===== config.mk =====
export PLATFORM = sky130hd
export DESIGN_NAME = axi_rd_arbiter
export DESIGN_NICKNAME = d
export VERILOG_FILES = /design/src/rtl/axi_rd_arbiter.sv
export SDC_FILE = /design/constraint.sdc
export NUM_CORES = 1
export LEC_CHECK = 0
export CAP_MARGIN = 20
export CORE_AREA = 2 2 163 165
export DETAILED_ROUTE_END_ITERATION = 8
export DIE_AREA = 0 0 165 167
export GPL_TIMING_DRIVEN = 0
export HOLD_SLACK_MARGIN = 0.15
export PLACE_DENSITY = 0.69
export SKIP_CTS_REPAIR_TIMING = 1
export SYNTH_ARGS = -nofsm -noshare
export SYNTH_HDL_FRONTEND = slang
export SYNTH_SLANG_ARGS = --single-unit

===== constraint.sdc =====
create_clock -name clk -period 1.85 [get_ports clk]
set_input_delay 0.37 -clock clk [delete_from_list [all_inputs] [get_ports clk]]
set_output_delay 0.37 -clock clk [all_outputs]
set_load 0.05 [all_outputs]

===== src/rtl/axi_rd_arbiter.sv =====
// Two-port (IFU/LSU) round-robin read arbiter onto one AXI AR/R channel, one read outstanding.
// Grant in the request cycle, rvalid three cycles later best case; the R beat is always accepted, even for a dropped IFU read.
module axi_rd_arbiter #(
   parameter logic [2:0] ARSIZE_VAL = 3'b011,
   parameter logic [2:0] ARPROT_IFU = 3'b100,
   parameter logic [2:0] ARPROT_LSU = 3'b000
) (
   input  logic        clk,
   input  logic        rstn,

   input  logic        m0_req,
   input  logic [63:0] m0_addr,
   input  logic        m0_flush,
   output logic        m0_gnt,
   output logic        m0_rvalid,
   output logic [63:0] m0_rdata,
   output logic [1:0]  m0_rresp,

   input  logic        m1_req,
   input  logic [63:0] m1_addr,
   output logic        m1_gnt,
   output logic        m1_rvalid,
   output logic [63:0] m1_rdata,
   output logic [1:0]  m1_rresp,

   output logic [3:0]  ARID,
   output logic [63:0] ARADDR,
   output logic [7:0]  ARLEN,
   output logic [2:0]  ARSIZE,
   output logic [1:0]  ARBURST,
   output logic [2:0]  ARPORT,
   output logic        ARVALID,
   input  logic        ARREADY,

   input  logic [63:0] RDATA,
   input  logic [1:0]  RRESP,
   input  logic        RVALID,
   output logic        RREADY
);

   localparam logic [1:0] IDLE = 2'd0;
   localparam logic [1:0] ADDR = 2'd1;
   localparam logic [1:0] DATA = 2'd2;
   localparam logic [1:0] RESP = 2'd3;

   logic [1:0]  state;
   logic [1:0]  state_nxt;
   logic        owner;
   logic        last_owner;
   logic        drop;
   logic [63:0] addr_q;

   logic        elig0;
   logic        elig1;
   logic        pick1;
   logic        grant;
   logic        ar_fire;
   logic        r_fire;
   logic        flush_hit;

   logic [63:0] rdata0;
   logic [63:0] rdata1;
   logic [1:0]  rresp0;
   logic [1:0]  rresp1;

   // An IFU request that is being flushed in the same cycle is not eligible.
   assign elig0 = m0_req & ~m0_flush;
   assign elig1 = m1_req;

   // On a tie, the port that did not win last time is picked.
   assign pick1 = elig1 & (~elig0 | ~last_owner);
   assign grant = rstn & (state == IDLE) & (elig0 | elig1);

   assign m0_gnt = grant & ~pick1;
   assign m1_gnt = grant & pick1;

   assign ar_fire   = (state == ADDR) & ARREADY;
   assign r_fire    = (state == DATA) & RVALID;
   assign flush_hit = (state != IDLE) & ~owner & m0_flush;

   always_comb begin
      state_nxt = state;
      case (state)
         IDLE:    if (grant)   state_nxt = ADDR;
         ADDR:    if (ar_fire) state_nxt = DATA;
         DATA:    if (r_fire)  state_nxt = RESP;
         RESP:    state_nxt = IDLE;
         default: state_nxt = IDLE;
      endcase
   end

   always_ff @(posedge clk or negedge rstn) begin
      if (!rstn) begin
         state      <= IDLE;
         owner      <= 1'b0;
         last_owner <= 1'b1;
         drop       <= 1'b0;
         addr_q     <= 64'd0;
      end else begin
         state <= state_nxt;
         if (grant) begin
            owner      <= pick1;
            last_owner <= pick1;
            addr_q     <= pick1 ? m1_addr : m0_addr;
         end
         // RESP always returns to IDLE, so clearing here clears on IDLE entry.
         if (state == RESP)
            drop <= 1'b0;
         else if (flush_hit)
            drop <= 1'b1;
      end
   end

   // A flush coincident with the R beat must also keep the IFU data untouched.
   always_ff @(posedge clk or negedge rstn) begin
      if (!rstn) begin
         rdata0 <= 64'd0;
         rresp0 <= 2'd0;
         rdata1 <= 64'd0;
         rresp1 <= 2'd0;
      end else if (r_fire) begin
         if (owner) begin
            rdata1 <= RDATA;
            rresp1 <= RRESP;
         end else if (!drop && !flush_hit) begin
            rdata0 <= RDATA;
            rresp0 <= RRESP;
         end
      end
   end

   assign m0_rvalid = (state == RESP) & ~owner & ~drop & ~m0_flush;
   assign m1_rvalid = (state == RESP) & owner;
   assign m0_rdata  = rdata0;
   assign m0_rresp  = rresp0;
   assign m1_rdata  = rdata1;
   assign m1_rresp  = rresp1;

   assign ARVALID = (state == ADDR);
   assign ARID    = {3'b000, owner};
   assign ARADDR  = addr_q;
   assign ARPORT  = owner ? ARPROT_LSU : ARPROT_IFU;
   assign ARLEN   = 8'd0;
   assign ARSIZE  = ARSIZE_VAL;
   assign ARBURST = 2'b01;
   assign RREADY  = (state == DATA);

endmodule


; Word-level counts from Yosys, hierarchy flattened
; Index checks and enable logic that the tools add are counted.
[classes]
add_sub_neg = 0
multipliers = 0
n_div = 0
magnitude_cmp = 0
n_eq_ne = 6
n_shift = 0
mux = 8
n_bitwise = 22
n_reduce_logical = 9
[op_table]
columns = cell, n
row1 = $mux W64, 1
row2 = $and A1 B1 Y1, 14
row3 = $pmux W2 S4, 1
row4 = $mux W2, 3
row5 = $not A1 Y1, 6
row6 = $reduce_and A3 Y1, 2
row7 = $eq A2 B2 Y1 const B, 2
row8 = $ne A2 B1 Y1 const B, 2
row9 = $reduce_bool A2 Y1, 2
row10 = $mux W3, 1
row11 = $eq A2 B1 Y1 const B, 1
row12 = $logic_not A1 Y1, 2
row13 = $logic_not A2 Y1, 1
row14 = $mux W1, 2
row15 = $ne A2 B2 Y1 const B, 1
row16 = $or A1 B1 Y1, 2
row17 = $reduce_and A2 Y1, 1
row18 = $logic_and A1 B1 Y1, 1
[totals]
regBits = 201
latch_bits = 0
ramBits = 0
romBits = 0
in_bits = 201
output_inout_bits = 222
word_cells = 54
memories = 0

; Depth between registers and ports, before layout
; Gate-level depths: netlist of the first run.
[logic_depth]
word_depth = 7
depth_mapped = 8
ltp_nobuf = 6

; Worst setup path before layout of the first run
; No wires, ideal clock.
[synth_timing]
kind = register to output
start = reg state[1]
end = out m0_rvalid
arrival_ns = 2.144
setup_slack_ns = -0.664
stages_incl_launch_ff = 3
path_buffers = 0
cell_sequence = dfrtp_1 > ha_1 > nor4b_1
[synth_between]
elab_chain_cells = 4
[synth_lines]
columns = element, line_no
row1 = "start, declared", 46  ; logic [1:0] state;
row2 = "start signal, assigned", 100  ; state <= state_nxt;
row3 = $eq A2 B2 Y1, 132  ; assign m0_rvalid = (state == RESP) & ~owner & ~drop & ~m0_flush;
row4 = $and A1 B1 Y1 (3 in a row), 132
row5 = "end, declared", 15  ; output logic m0_rvalid,
; Every way passes these cells.

; Worst setup path after layout of the first run
[layout_timing]
start = reg state[0]
end = out m1_gnt
[layout_between]
elab_chain_cells = 4
[layout_lines]
columns = element, line_no
row1 = $logic_not A2 Y1, 72  ; assign grant = rstn & (state == IDLE) & (elig0 | elig1);
row2 = $and A1 B1 Y1 (2 in a row), 72
row3 = $and A1 B1 Y1, 75  ; assign m1_gnt = grant & pick1;
row4 = "end, declared", 21  ; output logic m1_gnt,
; Every way passes these cells.

==> results of run 1 <==
[routing by layer]
| layer | wire (um) | vias up |
|---|---|---|
| met5 | 0 | - |
| met4 | 544 | 0 |
| met3 | 3040 | 43 |
| met2 | 14500 | 353 |
| met1 | 10500 | 3267 |
| li1 | - | 2929 |
[cells in the final DEF (no fill, tap or decap), types with 18 or more instances in the layout]
master and n:
a222oi_1 64, buf_4 42, clkbuf_16 28, clkdlybuf4s50_1 198, conb_1 18, dfrtp_1 198
dlymetal6s2s_1 197, inv_1 67, mux2_2 93, mux2_4 40
[power breakdown]
| part | internal, mW | switching (mW) | total [mW] |
|---|---|---|---|
| registers | 6.54 | 1.15 | 7.69 |
| logic | 6.18 | 10.5 | 16.7 |
| clock network | 2.61 | 1.77 | 4.38 |
[sequential cells by signal, indices dropped and copies added (netlist names)]
signal      cells
ARADDR         64
drop            1
last_owner      1
m0_rdata       64
m0_rresp        2
m1_rdata       64
m1_rresp        2
owner           1
state           2
[logic make-up after synthesis]
group	count (synthesis)
flip-flops	201
AO/OA/AOI/OAI	72
buffers and inverters	124
multiplexers	134
adder cells (fa/ha/maj)	5
other	2
AND/OR/NAND/NOR	11
[worst paths after layout]
| check | to | slack, ns | cells after the start |
|---|---|---|---|
| min reg2reg | ARADDR[63] | 0.48 | 2 |
| max | m1_gnt | -0.29 | 6 |
| max in group asynchronous | m1_rdata[54] | 1.13 | 3 |
| max reg2reg | m0_rdata[1] | -0.23 | 10 |
| min | m1_rdata[36] | -0.17 | 2 |
| min in group clk | drop | 0.35 | 3 |
[cell type report]
type | count | area (um2) | area share [%]
Inverter | 70 | 263 | 1.81
Clock inverter | 4 | 45.0 | 0.311
Timing Repair Buffer | 433 | 4950 | 34.1
Multi-Input combinational cell | 240 | 2640 | 18.2
Clock buffer | 34 | 667 | 4.60
Antenna cell | 3 | 7.51 | 0.0518
Tap cell | 335 | 419 | 2.89
Buffer | 54 | 472 | 3.26
Sequential cell | 201 | 5030 | 34.7
[stage by stage]
step | worst slack [ns] | util (%) | hold WS (ns) | area [um2]
6_report | -0.288 | 56.2 | -0.169 | 14500
5_1_grt | -0.347 | 56.2 | -0.174 | 14500
4_1_cts | -1.90 | 52.1 | -0.0861 | 13400
3_5_place_dp | -1.90 | 49.4 | 0.453 | 12700
3_3_place_gp | -8.93 | 49.2 | 0.470 | 12700
2_1_floorplan | -0.0220 | - | 0.0744 | 8220
[worst max-delay path, delay by kind of cell (launching register included)]
kind,cells,cell delay [ns]
buffers and inverters,3,0.42
flip-flops,1,0.40
adder cells (fa/ha/maj),1,0.18
AO/OA/AOI/OAI,1,0.17
AND/OR/NAND/NOR,1,0.10
==> results.yml, run 1 <==
clocking:
  cts_tree: "done"
  clock_path_buffers: 3
  cts_root_buf: "clkbuf_16"
  cts_buffers: 23
  cts.sinks: 201
  clk_pin_slew_worst_paths_ns: 0.06
  insertion_delay_ns: 0.50
  htree_levels: 1
critical_path:
  worstPathCellList: "inv_2 > ha_4 > nand3_2 > a21oi_4 > buf_6 > buf_8"
  crit_fanout: 5
  r2r-start: "state[0]"
  slowest_stage: "dfrtp_1"
  endpoint_kind: "output port"
  worstSetupPathType: "reg -> out"
  start_kind: "flip-flop"
  crit_start: "state[0]"
  arrival_ns: 1.77
  cp_slowest_stage_delay_ns: 0.40
  cp_data_required_time_ns: 1.48
synth:
  yosys_warnings: 0
  ys_ff_latch: 201
  synth_top_area_share_pct: 61.7
  post_synth_num_cell_types: 29
  synthMuxAreaShare_pct: 20.4
  synth_compound_area_share_pct: 8.67
  ys_seq_area_share_pct: 62.0
  synth_ff_type: "dfrtp_1"
  synth-edff-count: 0
  synthTopCellsByArea: "dfrtp_1 62%, mux2_2 13%, a222oi_1 7.9%"
  synthSimpleGateAreaFrac_pct: 0.725
  ys_top_cells_by_count: "200 x dfrtp_1, 93 x mux2_2, 69 x inv_1"
  synth_adder_area_share_pct: 0.771
  synth_most_common_cell: "dfrtp_1"
  synth_top_family_by_area: "multiplexers"
  syn_area_per_cell_um2: 14.8
  ys_async_sr_fraction_pct: 100
  postSynthCellCount: 549
  synth_largest_area_cell: "dfrtp_1"
  yosys.area_share.xor_xnor_pct: 0
  netlist_area_mm2: 0.00811
power_and_ir_drop:
  irDropWorstVdd_v: 0.00130
  finalPower_mw: 28.8
  power.density_mw_per_mm2: 1980
  p_leak_nw: 8.84
timing:
  relSlewSlack_pct: 61.1
  slew_violations: 0
  rsz0062_at_grt: "true"
  tightest_slew_ns: 0.582
  max_clock_freq_mhz: 468
  period_needed_ns: 2.14
  setup_tns_ns: -9.34
  finalHoldViolations: 46
  setup_viol: 72
  fin_skew_ns: 0.0127
  fin_crit_sh_pct: 116
  fin_ws_ns: -0.288
  holdWs_ns: -0.169
run_status:
  status: "finished, violations left"
  violations: "negative hold slack, negative setup slack"
routing:
  dr.pass1.iters: 7
  wl_mm: 28.6
  vias: 6592
  via_per_inst: 4.80
  drtAntennaViolNets: 0
  drc_errors: 0
  drtIter0Drc: 601
  wire_per_inst_um: 20.8
grt:
  grt-ovfl-total: 0
  grt_busiest_layer: "met2"
  met3_usage_pct: 6.63
  grt_util_all_layers_pct: 19.1
  globalRouteMet2Util_pct: 33.0
  grt_max_degree: 113
  grt_pass1_wl_mm: 40.5
  first_global_vias: 6899
  antenna_found_initial: 3
  met1_usage_pct: 22.3
die:
  io_pins: 423
  die_x_um: 165
  coreArea_mm2: 0.0258
  die_y_um: 167
  initial_core_util_pct: 31.5
  rows: 59
  die_area_mm2: 0.0276
cells_and_area:
  final_cells: 1374
  nets: 1229
  nFillCells: 2118
  syn2layout_area_growth_pct: 78.6
  drive_gt1_share_pct: 26.1
place:
  globalplace.congestion: 0.857
  dp_hpwl_mm: 20.3
  placed_cells: 1305
  io_buffers: 404
worst_hold_path:
  hold_class: "in -> async"
run:
  drv_cap: 0
No activity file was read; power rests on OpenSTA's default activity.
==> run 2: changes to the inputs <==
--- a/config.mk
+++ b/config.mk
@@ -5,7 +5,6 @@
 export SDC_FILE = /design/constraint.sdc
 export NUM_CORES = 1
 export LEC_CHECK = 0
-export CAP_MARGIN = 20
 export CORE_AREA = 2 2 163 165
 export DETAILED_ROUTE_END_ITERATION = 8
 export DIE_AREA = 0 0 165 167
==> results of run 2 <==
Same layout as run 1: the final DEF is identical, and so are final timing and power.
==> run 3: changes to the inputs <==
--- a/config.mk
+++ b/config.mk
@@ -5,12 +5,12 @@
 export SDC_FILE = /design/constraint.sdc
 export NUM_CORES = 1
 export LEC_CHECK = 0
-export CORE_AREA = 2 2 163 165
+export CORE_AREA = 2 2 164 166
 export DETAILED_ROUTE_END_ITERATION = 8
-export DIE_AREA = 0 0 165 167
+export DIE_AREA = 0 0 166 168
 export GPL_TIMING_DRIVEN = 0
 export HOLD_SLACK_MARGIN = 0.15
-export PLACE_DENSITY = 0.69
+export PLACE_DENSITY = 0.66
 export SKIP_CTS_REPAIR_TIMING = 1
 export SYNTH_ARGS = -nofsm -noshare
 export SYNTH_HDL_FRONTEND = slang
==> constraint.sdc (replaced) <==
create_clock -name clk -period 2.36 [get_ports clk]
set_input_delay 0.472 -clock clk [delete_from_list [all_inputs] [get_ports clk]]
set_output_delay 0.472 -clock clk [all_outputs]
set_load 0.05 [all_outputs]
==> results.yml, run 3 (synthesis results as in run 1) <==
power_and_ir_drop:
  swShare_pct: 46.6
  power.density_mw_per_mm2: 1650
  finalPower_mw: 22.5
  irDropWorstVdd_v: 0.00105
  clockPowerShare_pct: 15.8
  p_sw_mw: 10.5
  p_leak_nw: 6.40
  seq_power_share_pct: 26.9
  internal-power_mw: 12.0
  comb_power_share_pct: 57.2
critical_path:
  worstReg2RegEnd: "ARADDR[4]"
  r2r-start: "state[1]"
  cp_slowest_stage_delay_ns: 0.41
  endpoint_kind: "output port"
  worstPathCellList: "inv_1 > ha_4 > nand3_1 > a21oi_2 > buf_6 > clkbuf_4"
  slowest_stage: "dfrtp_1"
  cp_data_required_time_ns: 1.89
  endpoint: "m1_gnt"
  crit_start: "state[1]"
  start_kind: "flip-flop"
  worstSetupPathType: "reg -> out"
  critical_path.top_delay_family: "buffers and inverters"
  rr_worst_depth: 8
  arrival_ns: 2.00
  crit_buf_inv: 3
  crit_cells: 6
  regToRegSetupSlack_ns: 0.20
  crit_fanout: 10
grt:
  grt_pass1_wl_mm: 40.2
  grt_util_all_layers_pct: 18.4
  grt-ovfl-total: 0
  first_global_vias: 6668
  antenna_found_initial: 2
  grt_max_degree: 108
die:
  coreArea_mm2: 0.0264
  die_y_um: 168
  rows: 60
  io_pins: 423
  die_area_mm2: 0.0279
  die_x_um: 166
  initial_core_util_pct: 30.8
cells_and_area:
  mostFrequentLayoutCells: "395 x clkdlybuf4s50_1, 200 x dfrtp_1, 93 x mux2_2"
  syn2layout_area_growth_pct: 67.5
  drive_gt1_share_pct: 22.3
  fin_util_pct: 51.6
  fin_area_mm2: 0.0136
  final_cells: 1358
  nets: 1204
  final_common_cell: "clkdlybuf4s50_1"
run_status:
  status: "finished, violations left"
  violations: "negative hold slack, negative setup slack"
clocking:
  htree_levels: 1
  cts_buffers: 22
  cts_tree: "done"
  cts_root_buf: "clkbuf_16"
  clock_path_buffers: 3
  clk_pin_slew_worst_paths_ns: 0.06
  cts.sinks: 201
  insertion_delay_ns: 0.50
routing:
  wire_per_inst_um: 20.1
  dr.pass1.iters: 8
  via_per_inst: 4.72
  drtAntennaViolNets: 0
  drtIter0Drc: 562
  drc_errors: 0
  vias: 6407
  wl_mm: 27.2
worst_hold_path:
  hold_class: "in -> async"
timing:
  slew_violations: 0
  finalHoldViolations: 52
  holdWs_ns: -0.148
  period_needed_ns: 2.48
  fin_crit_sh_pct: 105
  setup_viol: 1
  rsz0062_at_grt: "true"
  max_clock_freq_mhz: 404
  fin_ws_ns: -0.116
  relSlewSlack_pct: 54.4
  fin_skew_ns: 0.00758
  tightest_slew_ns: 0.684
  setup_tns_ns: -0.116
place:
  dp_hpwl_mm: 20.1
  placed_cells: 1311
  globalplace.congestion: 0.801
  io_buffers: 404
  place_area_mm2: 0.0127
run:
  drv_cap: 0
==> run 3: cell types whose count changed in the layout (fill, tap and decap cells not counted), sizes merged <==
cell	change
clkdlybuf4s50	+197
dlymetal6s2s	-192
buf	-25
clkbuf	-3
clkinv	+1
==> run 3: per-stage QoR <==
stage                     setup slack [ns]  hold WS (ns)
after floorplan                      0.218         0.176
after global placement               -8.47         0.471
after detailed placement             -1.70         0.475
after CTS                            -1.69        0.0449
after global routing                -0.229        -0.146
final                               -0.116        -0.148
==> run 3: power groups by stage <==
stage	sequential [mW]	combinational (mW)	clock, mW
final	6.05	12.9	3.56
after global routing	6.26	13.3	3.81
after CTS	6.05	12.9	3.66
after detailed placement	6.07	12.9	0
after global placement	6.02	12.8	0
after floorplan	11.7	2.63	0
==> run 3: how the worst min path moves through the flow <==
stage | slack (ns) | start | endpoint
after floorplan | 0.18 | rstn | ARADDR[0]
after global placement | 0.47 | ARADDR[59] | ARADDR[59]
after CTS | 0.04 | rstn | m1_rdata[29]
after detailed placement | 0.48 | ARADDR[6] | ARADDR[6]
final | -0.15 | rstn | m0_rdata[49]
after global routing | -0.15 | rstn | m0_rdata[49]
==> run 3: layer usage <==
layer	up-vias	track usage (%)	part of all wire [%]
li1	2866	-	-
met1	3188	21.3	39
met2	311	31.9	49
met3	42	6.86	9.8
met4	0	5.10	2.2
met5	-	0	0
==> run 3: area by class of cell <==
| class | instances | area (um2) |
|---|---|---|
| clock inverter | 5 | 50.0 |
| tap | 341 | 427 |
| antenna | 3 | 7.51 |
| fill | 2307 | 12800 |
| sequential | 201 | 5030 |
| timing repair buffer | 409 | 4180 |
| clock buffer | 35 | 711 |
| multi-input combinational | 240 | 2570 |
| inverter | 70 | 263 |
| buffer | 54 | 345 |
